--- config.mk ---
export PLATFORM = sky130hd
export DESIGN_NAME = frac_clk_div
export DESIGN_NICKNAME = d
export VERILOG_FILES = /design/src/rtl/frac_clk_div.sv
export SDC_FILE = /design/constraint.sdc
export NUM_CORES = 1
export LEC_CHECK = 0
export BUFFER_PORTS_ARGS = -buffer_cell sky130_fd_sc_hd__buf_2
export CAP_MARGIN = 25
export CORE_ASPECT_RATIO = 1.2
export CORE_UTILIZATION = 55
export DETAILED_ROUTE_END_ITERATION = 8
export PLACE_DENSITY = 0.76
export SETUP_SLACK_MARGIN = 0.5
export SYNTH_ARGS = -nofsm -noshare
export SYNTH_HDL_FRONTEND = slang
export SYNTH_SLANG_ARGS = --single-unit
export TNS_END_PERCENT = 30
--- constraint.sdc ---
create_clock -name sys_clk -period 5.29 [get_ports sys_clk]
set_input_delay 0.529 -clock sys_clk [delete_from_list [all_inputs] [get_ports sys_clk]]
set_output_delay 0.529 -clock sys_clk [all_outputs]
set_load 0.02 [all_outputs]
--- src/rtl/frac_clk_div.sv ---
// Fractional clock divider: average period cfg_int + cfg_num/cfg_den sys_clk cycles,
// Bresenham-spread long periods, boundary-shadowed config. Define FRAC_CLK_DIV_STAT_EN for long_cnt.
module frac_clk_div #(
  parameter int CNT_W   = 8,
  parameter int FRAC_W  = 8,
  parameter int DEF_INT = 8,
  parameter int DEF_NUM = 7,
  parameter int DEF_DEN = 10
) (
  input  logic              sys_clk,
  input  logic              sys_rst_n,
  input  logic              en,
  input  logic [CNT_W-1:0]  cfg_int,
  input  logic [FRAC_W-1:0] cfg_num,
  input  logic [FRAC_W-1:0] cfg_den,
  input  logic              cfg_load,
  output logic              cfg_pend,
  output logic              cfg_err,
  output logic              clk_out,
  output logic              clk_pulse
`ifdef FRAC_CLK_DIV_STAT_EN
  ,
  output logic [15:0]       long_cnt
`endif
);

  localparam logic [CNT_W-1:0]  INT_MIN  = CNT_W'(2);
  localparam logic [CNT_W-1:0]  INT_MAX  = CNT_W'((1 << CNT_W) - 2);
  localparam logic [CNT_W-1:0]  RST_INT  = CNT_W'(DEF_INT);
  localparam logic [FRAC_W-1:0] RST_NUM  = FRAC_W'(DEF_NUM);
  localparam logic [FRAC_W-1:0] RST_DEN  = FRAC_W'(DEF_DEN);
  localparam logic [CNT_W-1:0]  CNT_ZERO = {CNT_W{1'b0}};
  localparam logic [CNT_W-1:0]  CNT_ONE  = CNT_W'(1);
  localparam logic [FRAC_W-1:0] FRAC_ZERO = {FRAC_W{1'b0}};

  logic [CNT_W-1:0]  r_act_int,  r_pend_int,  r_cnt, r_len;
  logic [FRAC_W-1:0] r_act_num,  r_pend_num,  r_acc;
  logic [FRAC_W-1:0] r_act_den,  r_pend_den;
  logic              r_pend, r_cfg_err, r_clk_out, r_clk_pulse;

  logic              w_cfg_legal, w_boundary, w_apply, w_sum_ge;
  logic [FRAC_W:0]   w_sum;
  logic [CNT_W:0]    w_half;
  logic [CNT_W-1:0]  w_act_int_nxt, w_pend_int_nxt, w_cnt_nxt, w_len_nxt;
  logic [FRAC_W-1:0] w_act_num_nxt, w_pend_num_nxt, w_acc_nxt;
  logic [FRAC_W-1:0] w_act_den_nxt, w_pend_den_nxt;
  logic              w_pend_nxt, w_cfg_err_nxt, w_clk_out_nxt, w_clk_pulse_nxt;

  // Decode: config validation, period boundary and Bresenham step.
  always_comb begin
    w_cfg_legal = (cfg_int >= INT_MIN) && (cfg_int <= INT_MAX) &&
                  (cfg_den != FRAC_ZERO) && (cfg_num < cfg_den);
    w_boundary  = (r_cnt == (r_len - CNT_ONE));
    w_apply     = r_pend && (!en || w_boundary);
    w_sum       = {1'b0, r_acc} + {1'b0, r_act_num};
    w_sum_ge    = (w_sum >= {1'b0, r_act_den});
    w_half      = ({1'b0, r_len} + {{CNT_W{1'b0}}, 1'b1}) >> 1;
  end

  // Next state for counter, accumulator, period length and configuration.
  always_comb begin
    w_cnt_nxt      = r_cnt;
    w_acc_nxt      = r_acc;
    w_len_nxt      = r_len;
    w_act_int_nxt  = r_act_int;
    w_act_num_nxt  = r_act_num;
    w_act_den_nxt  = r_act_den;
    w_pend_int_nxt = r_pend_int;
    w_pend_num_nxt = r_pend_num;
    w_pend_den_nxt = r_pend_den;
    w_pend_nxt     = r_pend;

    if (!en) begin
      w_cnt_nxt = CNT_ZERO;
      w_acc_nxt = FRAC_ZERO;
      w_len_nxt = r_act_int;
    end else if (w_boundary) begin
      w_cnt_nxt = CNT_ZERO;
      if (r_pend) begin
        w_acc_nxt = FRAC_ZERO;
      end else if (w_sum_ge) begin
        w_acc_nxt = FRAC_W'(w_sum - {1'b0, r_act_den});
        w_len_nxt = r_act_int + CNT_ONE;
      end else begin
        w_acc_nxt = w_sum[FRAC_W-1:0];
        w_len_nxt = r_act_int;
      end
    end else begin
      w_cnt_nxt = r_cnt + CNT_ONE;
    end

    // An apply always restarts with the plain integer length of the new config.
    if (w_apply) begin
      w_len_nxt     = r_pend_int;
      w_act_int_nxt = r_pend_int;
      w_act_num_nxt = r_pend_num;
      w_act_den_nxt = r_pend_den;
    end else begin
      w_act_int_nxt = r_act_int;
    end

    // A load landing with an apply is kept pending for the following boundary.
    if (cfg_load && w_cfg_legal) begin
      w_pend_nxt     = 1'b1;
      w_pend_int_nxt = cfg_int;
      w_pend_num_nxt = cfg_num;
      w_pend_den_nxt = cfg_den;
    end else if (w_apply) begin
      w_pend_nxt = 1'b0;
    end else begin
      w_pend_nxt = r_pend;
    end
  end

  // Next state for the registered outputs.
  always_comb begin
    w_cfg_err_nxt   = cfg_load && !w_cfg_legal;
    w_clk_out_nxt   = en && ({1'b0, r_cnt} < w_half);
    w_clk_pulse_nxt = en && (r_cnt == CNT_ZERO);
  end

  // State and output registers.
  always_ff @(posedge sys_clk or negedge sys_rst_n) begin
    if (!sys_rst_n) begin
      r_cnt       <= CNT_ZERO;
      r_acc       <= FRAC_ZERO;
      r_len       <= RST_INT;
      r_act_int   <= RST_INT;
      r_act_num   <= RST_NUM;
      r_act_den   <= RST_DEN;
      r_pend_int  <= RST_INT;
      r_pend_num  <= RST_NUM;
      r_pend_den  <= RST_DEN;
      r_pend      <= 1'b0;
      r_cfg_err   <= 1'b0;
      r_clk_out   <= 1'b0;
      r_clk_pulse <= 1'b0;
    end else begin
      r_cnt       <= w_cnt_nxt;
      r_acc       <= w_acc_nxt;
      r_len       <= w_len_nxt;
      r_act_int   <= w_act_int_nxt;
      r_act_num   <= w_act_num_nxt;
      r_act_den   <= w_act_den_nxt;
      r_pend_int  <= w_pend_int_nxt;
      r_pend_num  <= w_pend_num_nxt;
      r_pend_den  <= w_pend_den_nxt;
      r_pend      <= w_pend_nxt;
      r_cfg_err   <= w_cfg_err_nxt;
      r_clk_out   <= w_clk_out_nxt;
      r_clk_pulse <= w_clk_pulse_nxt;
    end
  end

  assign cfg_pend  = r_pend;
  assign cfg_err   = r_cfg_err;
  assign clk_out   = r_clk_out;
  assign clk_pulse = r_clk_pulse;

`ifdef FRAC_CLK_DIV_STAT_EN
  logic [15:0] r_long_cnt;
  logic [15:0] w_long_cnt_nxt;
  logic        w_long_end;

  // Long-period statistic: a boundary closing an int+1 period bumps the count.
  always_comb begin
    w_long_end = w_boundary && (r_len == (r_act_int + CNT_ONE));
    if (!en || w_apply) begin
      w_long_cnt_nxt = 16'h0000;
    end else if (w_long_end && (r_long_cnt != 16'hFFFF)) begin
      w_long_cnt_nxt = r_long_cnt + 16'h0001;
    end else begin
      w_long_cnt_nxt = r_long_cnt;
    end
  end

  // Long-period counter register.
  always_ff @(posedge sys_clk or negedge sys_rst_n) begin
    if (!sys_rst_n) begin
      r_long_cnt <= 16'h0000;
    end else begin
      r_long_cnt <= w_long_cnt_nxt;
    end
  end

  assign long_cnt = r_long_cnt;
`endif

endmodule

==> results of run 1 <==
## final timing paths
kind	from	endpoint	slack, ns	cells after the start
max	r_act_num[0]	r_len[0]	1.24	15
min	sys_rst_n	r_cnt[0]	0.05	1
max reg2reg	r_act_num[0]	r_len[0]	1.24	15
min reg2reg	r_act_den[6]	r_act_den[6]	0.49	1
max in group asynchronous	sys_rst_n	r_pend_int[3]	4.64	2
min in group sys_clk	cfg_load	cfg_err	0.39	2
## where the power goes
part           switching (mW)  internal, mW  total [mW]  leakage, nW
sequential              0.149         0.750       0.899        0.910
clock                   0.218         0.247       0.466        0.107
combinational           0.504         0.462       0.966         1.27
total                   0.872          1.46        2.33         2.29
## critical path, cell delays in order (launching register included)
cell,delay (ns)
sky130_fd_sc_hd__dfstp_2,0.53
sky130_fd_sc_hd__ha_1,0.17
sky130_fd_sc_hd__inv_1,0.06
sky130_fd_sc_hd__fa_1,0.41
sky130_fd_sc_hd__nor2b_1,0.18
sky130_fd_sc_hd__o31ai_1,0.11
sky130_fd_sc_hd__nand2_1,0.09
sky130_fd_sc_hd__a21oi_1,0.08
sky130_fd_sc_hd__xnor2_1,0.15
sky130_fd_sc_hd__ha_1,0.20
sky130_fd_sc_hd__or4_1,0.52
sky130_fd_sc_hd__o211a_1,0.28
sky130_fd_sc_hd__o31ai_2,0.56
sky130_fd_sc_hd__xor2_1,0.21
sky130_fd_sc_hd__o21ai_0,0.11
sky130_fd_sc_hd__mux2_2,0.29
## final cells by class
| class | instances | share of cell area [%] |
|---|---|---|
| inverter | 27 | 2.00 |
| sequential | 76 | 37.9 |
| clock inverter | 4 | 1.11 |
| clock buffer | 12 | 3.06 |
| timing repair buffer | 34 | 4.35 |
| tap | 95 | 2.35 |
| multi-input combinational | 318 | 49.2 |
## layer usage
layer	track usage [%]	wire (um)	share of wire [%]
met1	28.2	4100	46
met2	37.8	4470	50
met3	4.20	248	2.8
met4	9.49	153	1.7
met5	0	0	0
## cell usage after synthesis (all sizes together) (3+ instances only)
cell type   n
and2        4
a21oi      15
a21o        8
nor3        9
a211oi      4
or2         6
nor4        7
nand2b      5
nand4       8
clkbuf     12
o21a        5
buf         7
xnor2      22
mux2       50
and3        4
nand2      22
dfrtp      63
nor2       27
a31oi       5
nand3      11
o21ai      15
inv        27
xor2       11
ha         35
nor3b       3
o31ai       3
o211ai      6
nor2b       5
dfstp      13
or4         4
o22ai       3
## cell families (layout without fill, tap and decap cells)
family                   count (synthesis)  after routing  share of synthesized area [%]
multiplexers                            52             52                           12.6
buffers and inverters                   46             77                           4.37
AND/OR/NAND/NOR                        120            120                           13.6
flip-flops                              76             76                           41.6
XOR/XNOR                                33             33                           6.27
AO/OA/AOI/OAI                           76             76                           11.2
adder cells (fa/ha/maj)                 37             37                           10.4
## flip-flops by register name (all words and copies together) (netlist names)
| name | flops |
|---|---|
| r_acc | 8 |
| r_cnt | 8 |
| clk_out | 1 |
| r_act_int | 8 |
| r_pend_int | 8 |
| r_act_den | 8 |
| r_act_num | 8 |
| cfg_err | 1 |
| clk_pulse | 1 |
| cfg_pend | 1 |
| r_pend_num | 8 |
| r_len | 8 |
| r_pend_den | 8 |
==> impl.org, run 1 <==
** Final layout
- Final design area excluding fillers :: 0.00506 sq mm
- The area growth from synthesis to layout is 9.76%.
- Multi-input logic area :: 0.00249 sq mm
- Leaving out fill and tap cells, the most frequent cell in the layout is sky130_fd_sc_hd__dfrtp_1.
- Total area of sequential cells :: 0.00192 sq mm
- In the final layout, the share of cells above drive strength 1 is 20.8%.
- Commonest non-fill, non-tap cells in the layout :: 63 x sky130_fd_sc_hd__dfrtp_1, 35 x sky130_fd_sc_hd__ha_1, 30 x sky130_fd_sc_hd__buf_2
- Final instance count without filler cells :: 566
- Final core utilization :: 62.5%
- The number of antenna diodes in the final layout is 0.
- The layout has 660 filler cells.
- Number of nets in the final layout :: 531

** STA
- The max-slew violation count was 0.
- For the finished layout, the period the worst path requires is 4.05 ns.
- In the finished design, the share of the clock period the worst path needs comes to 76.5%.
- Measured against its own limit, the worst slew margin works out to 32.0%.
- Hold timing on the final database bottoms out at a slack of 0.0455 ns.
- At the pin with the least slew margin, the transition time is 1.02 ns.
- Based on the critical path, the design can be clocked at up to 247 MHz.
- Total count of hold-check failures in the final report :: 0
- After routing, the total negative slack on setup checks comes to 0 ns.
- Setup repair after global routing left no endpoint under its margin.
- Setup Viol. Count Final :: 0
- Setup slack on the critical path of the routed design comes to 1.24 ns.
- Setup skew after layout :: 0.00819 ns

** Clock network
- Number of setup buffers added after CTS :: 0
- The H-tree was split into 3 levels.
- After clock tree synthesis, the repair step resized 0 gates.
- Clock transition at the registers of the reported paths :: 0.08 ns
- The number of hold buffers added after CTS was 0.
- In this run the clock root is driven by a sky130_fd_sc_hd__clkbuf_8.
- Clock latency on the worst-skew pair, taken at its later pin, is 0.36 ns.
- In this run the deepest clock path goes through 2 buffers.
- Total CTS buffers :: 9
- Sink Count :: 76
- Clock tree from TritonCTS :: built

** Synth
- Post-synthesis sequential element count :: 76
- Most common flop cell mapped by yosys :: sky130_fd_sc_hd__dfrtp_1
- After synthesis, the share of flip-flops with an asynchronous set or reset is 100%.
- sky130_fd_sc_hd__dfrtp_1 takes more of the synthesized area than any other cell.
- By area the synthesized netlist is led by sky130_fd_sc_hd__dfrtp_1 34%, sky130_fd_sc_hd__ha_1 9.5%, sky130_fd_sc_hd__dfstp_2 7.4%.
- Sequential cells were found to cover 41.6% of the synthesized design area.
- Distinct cell type count of the synthesized netlist :: 58
- The top cell type by area accounts for 34.2% of the synthesized area.
- Gate count after technology mapping :: 440
- Dividing the synthesized area by the synthesized cell count gives 10.5 sq um.
- For this run, the number of Yosys warnings is 0.
- In this run, synthesis inferred 0 flip-flops with an integrated enable.
- Syn nets :: 505
- The synthesized netlist occupies a cell area of 0.00461 sq mm.

** Route
- Final Routed Wirelength :: 8970 um
- The count of nets left with antenna violations once routing finished came out at 0.
- DRC violation count after routing :: 0
- In this run, the number of DRC markers left after iteration 0 of detailed routing was 138.
- WL/cell :: 15.8 um
- Before antenna repair, the detailed router went through 5 iterations.
- Number of vias per cell :: 5.80
- Detailed routing inserted a total of 3284 vias.

** GRT
- Entering global routing, the biggest net connects 77 pins.
- The first global-routing pass estimated 15000 um of wire.
- Initial antenna violation count :: 0
- The number of global-route vias before repair is 3163.
- Overflow after GRT :: 0
- Overall routing resource usage :: 22.3%

** Power and ir drop
- Leakage :: 2.29 nW
- IR Drop Worst-Case VDD :: 0.304 mV
- Power Dens Cells :: 460 mW/mm^2
- Power comes to 2.33 mW.

** Setup path
- Nature of the critical path endpoint :: flop
- In this run the worst path has a maximum fanout of 7.
- Worst path required time :: 5.54 ns
- Crit path arrival time :: 4.30 ns
- Critical path start-end classification :: reg -> reg
- Category of the worst setup path launch point :: flop

** Place
- In this run the tool buffered the top-level ports with 31 buffer cells.
- At the end of routability-driven placement, the weighted congestion stood at 0.899.
- Once placement finished, the instance area stood at 0.00482 sq mm.
- Once placement completed, the tool counted placed cells totaling 549.
- Detailed placement finished with a half-perimeter wire length of 6710 um.
- Setup WS pre-CTS :: 1.25 ns

** Die
- Die width :: 85.6 um
- Number of standard-cell rows in the floorplan :: 36
- The die covers 0.00876 sq mm.
- During I/O placement, the number of pins put on the boundary was 32.
- Core Area :: 0.00811 sq mm
- The die is 102 um tall.
- Once the floorplan was initialized, standard cells occupied 56.9% of the core.

** Run status
- Status :: completed

** Worst hold path
- In this run the worst hold path is classified as in -> async.

** Flow run
- Number of max-cap violations :: 0
Power figures use the tool's default switching activity.
==> run 2, diff against run 1 <==
ABC_AREA = 1   (was not set)
PLACE_DENSITY = 0.75   (was 0.76)
clock period = 4.19 ns   (was 5.29 ns; I/O delays follow)
==> impl.org, run 2 <==
** Final layout
- Fraction of final layout cells with drive strength greater than 1 :: 13.5% (was 20.8%)
- Commonest non-fill, non-tap cells in the layout: 190 x sky130_fd_sc_hd__nand2_1, 87 x sky130_fd_sc_hd__inv_1, 63 x sky130_fd_sc_hd__dfrtp_1 (was 63 x sky130_fd_sc_hd__dfrtp_1, 35 x sky130_fd_sc_hd__ha_1, 30 x sky130_fd_sc_hd__buf_2).
- Most common cell after layout, fill and taps aside :: sky130_fd_sc_hd__nand2_1 (was sky130_fd_sc_hd__dfrtp_1)
- Ant. Diodes :: 0 (unchanged)
- Number of nets in the final layout :: 725 (was 531)
- Area growth from synthesis to layout :: 8.78% (was 9.76%)
- Final core utilization :: 62.0% (was 62.5%)
- Filler cell count in the final layout :: 787 (was 660)

** STA
- Max Freq :: 296 MHz (was 247 MHz)
- Hold slack :: 0.263 ns (was 0.0455 ns)
- The max-slew violation count came to 0 (unchanged).
- Post-route minimum period :: 3.38 ns (was 4.05 ns)
- Worst-Margin Slew :: 0.542 ns (was 1.02 ns)
- The final setup violation count is 0 (unchanged).
- Total negative setup slack :: 0 ns (unchanged)
- The share of the clock period used by the worst path after layout is 80.8% (was 76.5%).
- Total count of hold-check failures in the final report :: 0 (unchanged)
- Setup skew after layout :: 0.00912 ns (was 0.00819 ns)
- Setup repair after global routing missed its margin: no (unchanged).
- Headroom to the max-slew limit :: 63.9% (was 32.0%)

** Synth
- Distinct cell type count of the synthesized netlist :: 37 (was 58)
- The most frequent cell after synthesis was sky130_fd_sc_hd__nand2_1 (was sky130_fd_sc_hd__dfrtp_1).
- The number of synthesized flops with an enable pin was 0 (unchanged).
- Main area contributors after synthesis: sky130_fd_sc_hd__dfrtp_1 32%, sky130_fd_sc_hd__nand2_1 14%, sky130_fd_sc_hd__ha_1 8.9% (was sky130_fd_sc_hd__dfrtp_1 34%, sky130_fd_sc_hd__ha_1 9.5%, sky130_fd_sc_hd__dfstp_2 7.4%).
- Simple-Gate Fraction of Synth Area :: 26.4% (was 13.6%)
- Portion of netlist area occupied by mux cells :: 0% (was 12.6%)
- The fraction of synthesis flops using an asynchronous set or reset pin is 100% (unchanged).
- XOR/XNOR share of the synthesized area :: 4.44% (was 6.27%)
- Combinational family with the most area after synthesis :: simple AND/OR/NAND/NOR gates (unchanged)
- Syn nets :: 699 (was 505)
- The gate count after technology mapping came to 634 (was 440).
- The total standard cell area after synthesis is 0.00493 sq mm (was 0.00461 sq mm).
- Share of synthesized area occupied by flip-flops and latches :: 38.9% (was 41.6%)
- Most common flop cell mapped by yosys :: sky130_fd_sc_hd__dfrtp_1 (unchanged)
- Portion of synthesized cell area occupied by the leading cell type :: 32.0% (was 34.2%)
- List of most frequent post-synthesis cells: 190 x sky130_fd_sc_hd__nand2_1, 87 x sky130_fd_sc_hd__inv_1, 63 x sky130_fd_sc_hd__dfrtp_1, 44 x sky130_fd_sc_hd__o21ai_0, 35 x sky130_fd_sc_hd__ha_1 (was 63 x sky130_fd_sc_hd__dfrtp_1, 35 x sky130_fd_sc_hd__ha_1, 27 x sky130_fd_sc_hd__inv_1, 27 x sky130_fd_sc_hd__nor2_1, 26 x sky130_fd_sc_hd__mux2_2).
- The post-synthesis cell type with the largest combined area is sky130_fd_sc_hd__dfrtp_1 (unchanged).
- Share of the synthesized area in compound gates (AO/OA/AOI/OAI) :: 11.0% (was 11.2%)
- Post-synthesis sequential element count :: 76 (unchanged)
- The average cell area after synthesis is 7.78 sq um (was 10.5 sq um).
- Post-synthesis adder-cell area fraction :: 9.69% (was 10.4%)
- Synth warnings :: 0 (unchanged)

** Clock network
- The CTS sink count is 76 (unchanged).
- The post-CTS setup buffer count was 0 (unchanged).
- The clock insertion delay at the later pin of the skew report is 0.36 ns (about the same).
- The CTS root buffer was sky130_fd_sc_hd__clkbuf_8 (unchanged).
- Clock tree from TritonCTS :: built (unchanged)
- Deepest level of the CTS H-tree :: 3 (unchanged)
- The number of buffers on the longest clock path was 2 (unchanged).
- The CTS clock-pin slew for the worst setup and hold paths is 0.09 ns (was 0.08 ns).
- The TritonCTS buffer count is 9 (unchanged).

** Power and ir drop
- Switching share of power :: 44.4% (was 37.4%)
- The net switching power figure is 1.41 mW (was 0.872 mW).
- The power per standard cell area is 593 mW/mm^2 (was 460 mW/mm^2).
- P_int :: 1.77 mW (was 1.46 mW)
- Flop pwr share :: 34.8% (was 38.6%)
- IR Drop Worst-Case VDD :: 0.249 mV (was 0.304 mV)
- The static leakage was 2.81 nW (was 2.29 nW).
- The part of the total power dissipated in the clock network is 17.6% (was 20.0%).
- The logic gate share of total power came to 47.6% (was 41.4%).
- Power consumption :: 3.18 mW (was 2.33 mW)

** Setup path
- Endpoint of the most critical setup path :: r_len[6] (was r_len[0])
- Worst setup path startpoint :: r_act_num[0] (unchanged)
- Start of the worst register-to-register path :: r_act_num[0] (unchanged)
- Nature of the critical path endpoint :: flop (unchanged)
- The required time at the endpoint of the critical path is 4.43 ns (was 5.54 ns).
- Category of the worst setup path launch point :: flop (unchanged)
- Crit path arrival time :: 3.62 ns (was 4.30 ns)
- The biggest fanout along the worst timing path was 12 (was 7).
- Capturing point of the worst reg2reg path :: r_len[6] (was r_len[0])
- The class of the most critical setup path is reg -> reg (unchanged).
- The setup slack on the worst flop-to-flop path is 0.81 ns (was 1.24 ns).
- Path depth of the worst reg2reg path :: 20 (was 15)

** Run status
- Status :: completed (unchanged)

** Route
- The total via count after detailed routing is 4153 (was 3284).
- The number of optimization iterations in the first detailed-route pass came to 6 (was 5).
- DRC violation count after routing :: 0 (unchanged)
- The post-detailed-route wirelength per cell was 13.1 um (was 15.8 um).
- The per-cell via count in the routed design is 5.31 (was 5.80).
- The total wire length after detailed routing was 10300 um (was 8970 um).
- Iter 0 DRT Violations :: 261 (was 138)
- The number of nets with antenna violations after routing was 0 (unchanged).

** GRT
- The combined global-route utilization of all metal layers is 24.4% (was 22.3%).
- The initial antenna violation count came to 0 (unchanged).
- Largest net degree at the start of global routing :: 77 (unchanged)
- Overflow after GRT :: 0 (unchanged)
- First-pass GRT wire length :: 17600 um (was 15000 um)
- Via count of the first global-routing pass :: 3941 (was 3163)

** Die
- The number of placed I/O pins came to 32 (unchanged).
- Overall die height :: 106 um (was 102 um)
- The area of the die came to 0.00935 sq mm (was 0.00876 sq mm).
- The area of the core is 0.00866 sq mm (was 0.00811 sq mm).
- Number of standard-cell rows in the floorplan :: 37 (was 36)
- The initial core utilization came to 57.0% (was 56.9%).
- Die width :: 88.4 um (was 85.6 um)

** Worst hold path
- The worst hold path class is in -> reg (was in -> async).
- The startpoint identified for the worst hold timing path is cfg_load.

** Place
- DPL Wire Length :: 7520 um (was 6710 um)
- The placer congestion estimate was 0.964 (was 0.899).
- Number of buffers added on ports :: 31 (unchanged)

** Flow run
- Number of max-cap violations :: 0 (unchanged)
==> run 2: cell types whose count changed in the layout (fill, tap and decap cells not counted), sizes merged, moves of 13 or more <==
cell	change
mux2	-50
nand3	+23
nand2	+174
o21ai	+46
inv	+62
xnor2	-13
==> run 2: logic make-up after synthesis <==
kind of cell / Yosys count
AND/OR/NAND/NOR: 293
flip-flops: 76
buffers and inverters: 109
AO/OA/AOI/OAI: 94
XOR/XNOR: 25
adder cells (fa/ha/maj): 37
==> run 2: power by group through the flow <==
stage / clock (mW) / sequential [mW] / combinational (mW)
after CTS: 0.574 / 1.10 / 1.46
after floorplan: 0 / 1.04 / 1.24
final: 0.561 / 1.11 / 1.51
after global routing: 0.604 / 1.13 / 1.74
after detailed placement: 0 / 1.12 / 1.45
after global placement: 0 / 1.11 / 1.41
==> run 2: what timing repair did <==
item                                    4_1_cts  5_1_grt
endpoints found under the setup margin        0       15
hold buffers                                  0        1
endpoints found under the hold margin         0        9
resized for setup                             0        1
==> run 2: layer usage <==
metal	vias to the layer above	global-route usage, %	share of wire [%]
li1	2081	-	-
met1	1922	31.9	45
met2	129	39.1	48
met3	21	5.09	4.8
met4	0	10.1	2.3
met5	-	0	0
==> run 2: how the worst min path moves through the flow <==
stage          cells past startpoint           end  slack (ns)
4_1_cts                            1      r_cnt[2]        0.23
6_report                           3       cfg_err        0.26
5_1_grt                            3       cfg_err        0.26
2_1_floorplan                      0       cfg_err        0.12
3_5_place_dp                       2  r_act_num[7]        0.45
3_3_place_gp                       2  r_act_num[7]        0.46
==> run 2: critical path: stages (launching register included) <==
cell	delay (ns)
sky130_fd_sc_hd__dfstp_2	0.54
sky130_fd_sc_hd__ha_1	0.16
sky130_fd_sc_hd__inv_1	0.06
sky130_fd_sc_hd__fa_1	0.40
sky130_fd_sc_hd__inv_1	0.08
sky130_fd_sc_hd__nand3_1	0.08
sky130_fd_sc_hd__nand2_1	0.13
sky130_fd_sc_hd__nand2_1	0.07
sky130_fd_sc_hd__nand2_1	0.07
sky130_fd_sc_hd__xor2_1	0.19
sky130_fd_sc_hd__ha_1	0.31
sky130_fd_sc_hd__nand2_1	0.11
sky130_fd_sc_hd__inv_1	0.05
sky130_fd_sc_hd__a21oi_1	0.18
sky130_fd_sc_hd__nand2_1	0.07
sky130_fd_sc_hd__nand2_1	0.21
sky130_fd_sc_hd__nand2_2	0.22
sky130_fd_sc_hd__nand3_1	0.12
sky130_fd_sc_hd__nand2_1	0.06
sky130_fd_sc_hd__nand4_1	0.07
sky130_fd_sc_hd__nand3_1	0.08
==> run 2: through the flow <==
stage	cells	area [sq um]	worst slack, ns
3_5_place_dp	763	5110	0.799
4_1_cts	779	5320	0.711
5_1_grt	782	5370	0.516
2_1_floorplan	634	4930	1.17
6_report	782	5370	0.806
3_3_place_gp	763	5110	0.915
==> run 2: layout make-up <==
type                            count  area, sq um  share of cell area, %
Multi-Input combinational cell    450         2550                   47.6
Clock inverter                      5         42.5                  0.793
Tap cell                          117          146                   2.73
Inverter                           89          342                   6.37
Sequential cell                    76         1920                   35.8
Clock buffer                       11          163                   3.03
Timing Repair Buffer               34          203                   3.78
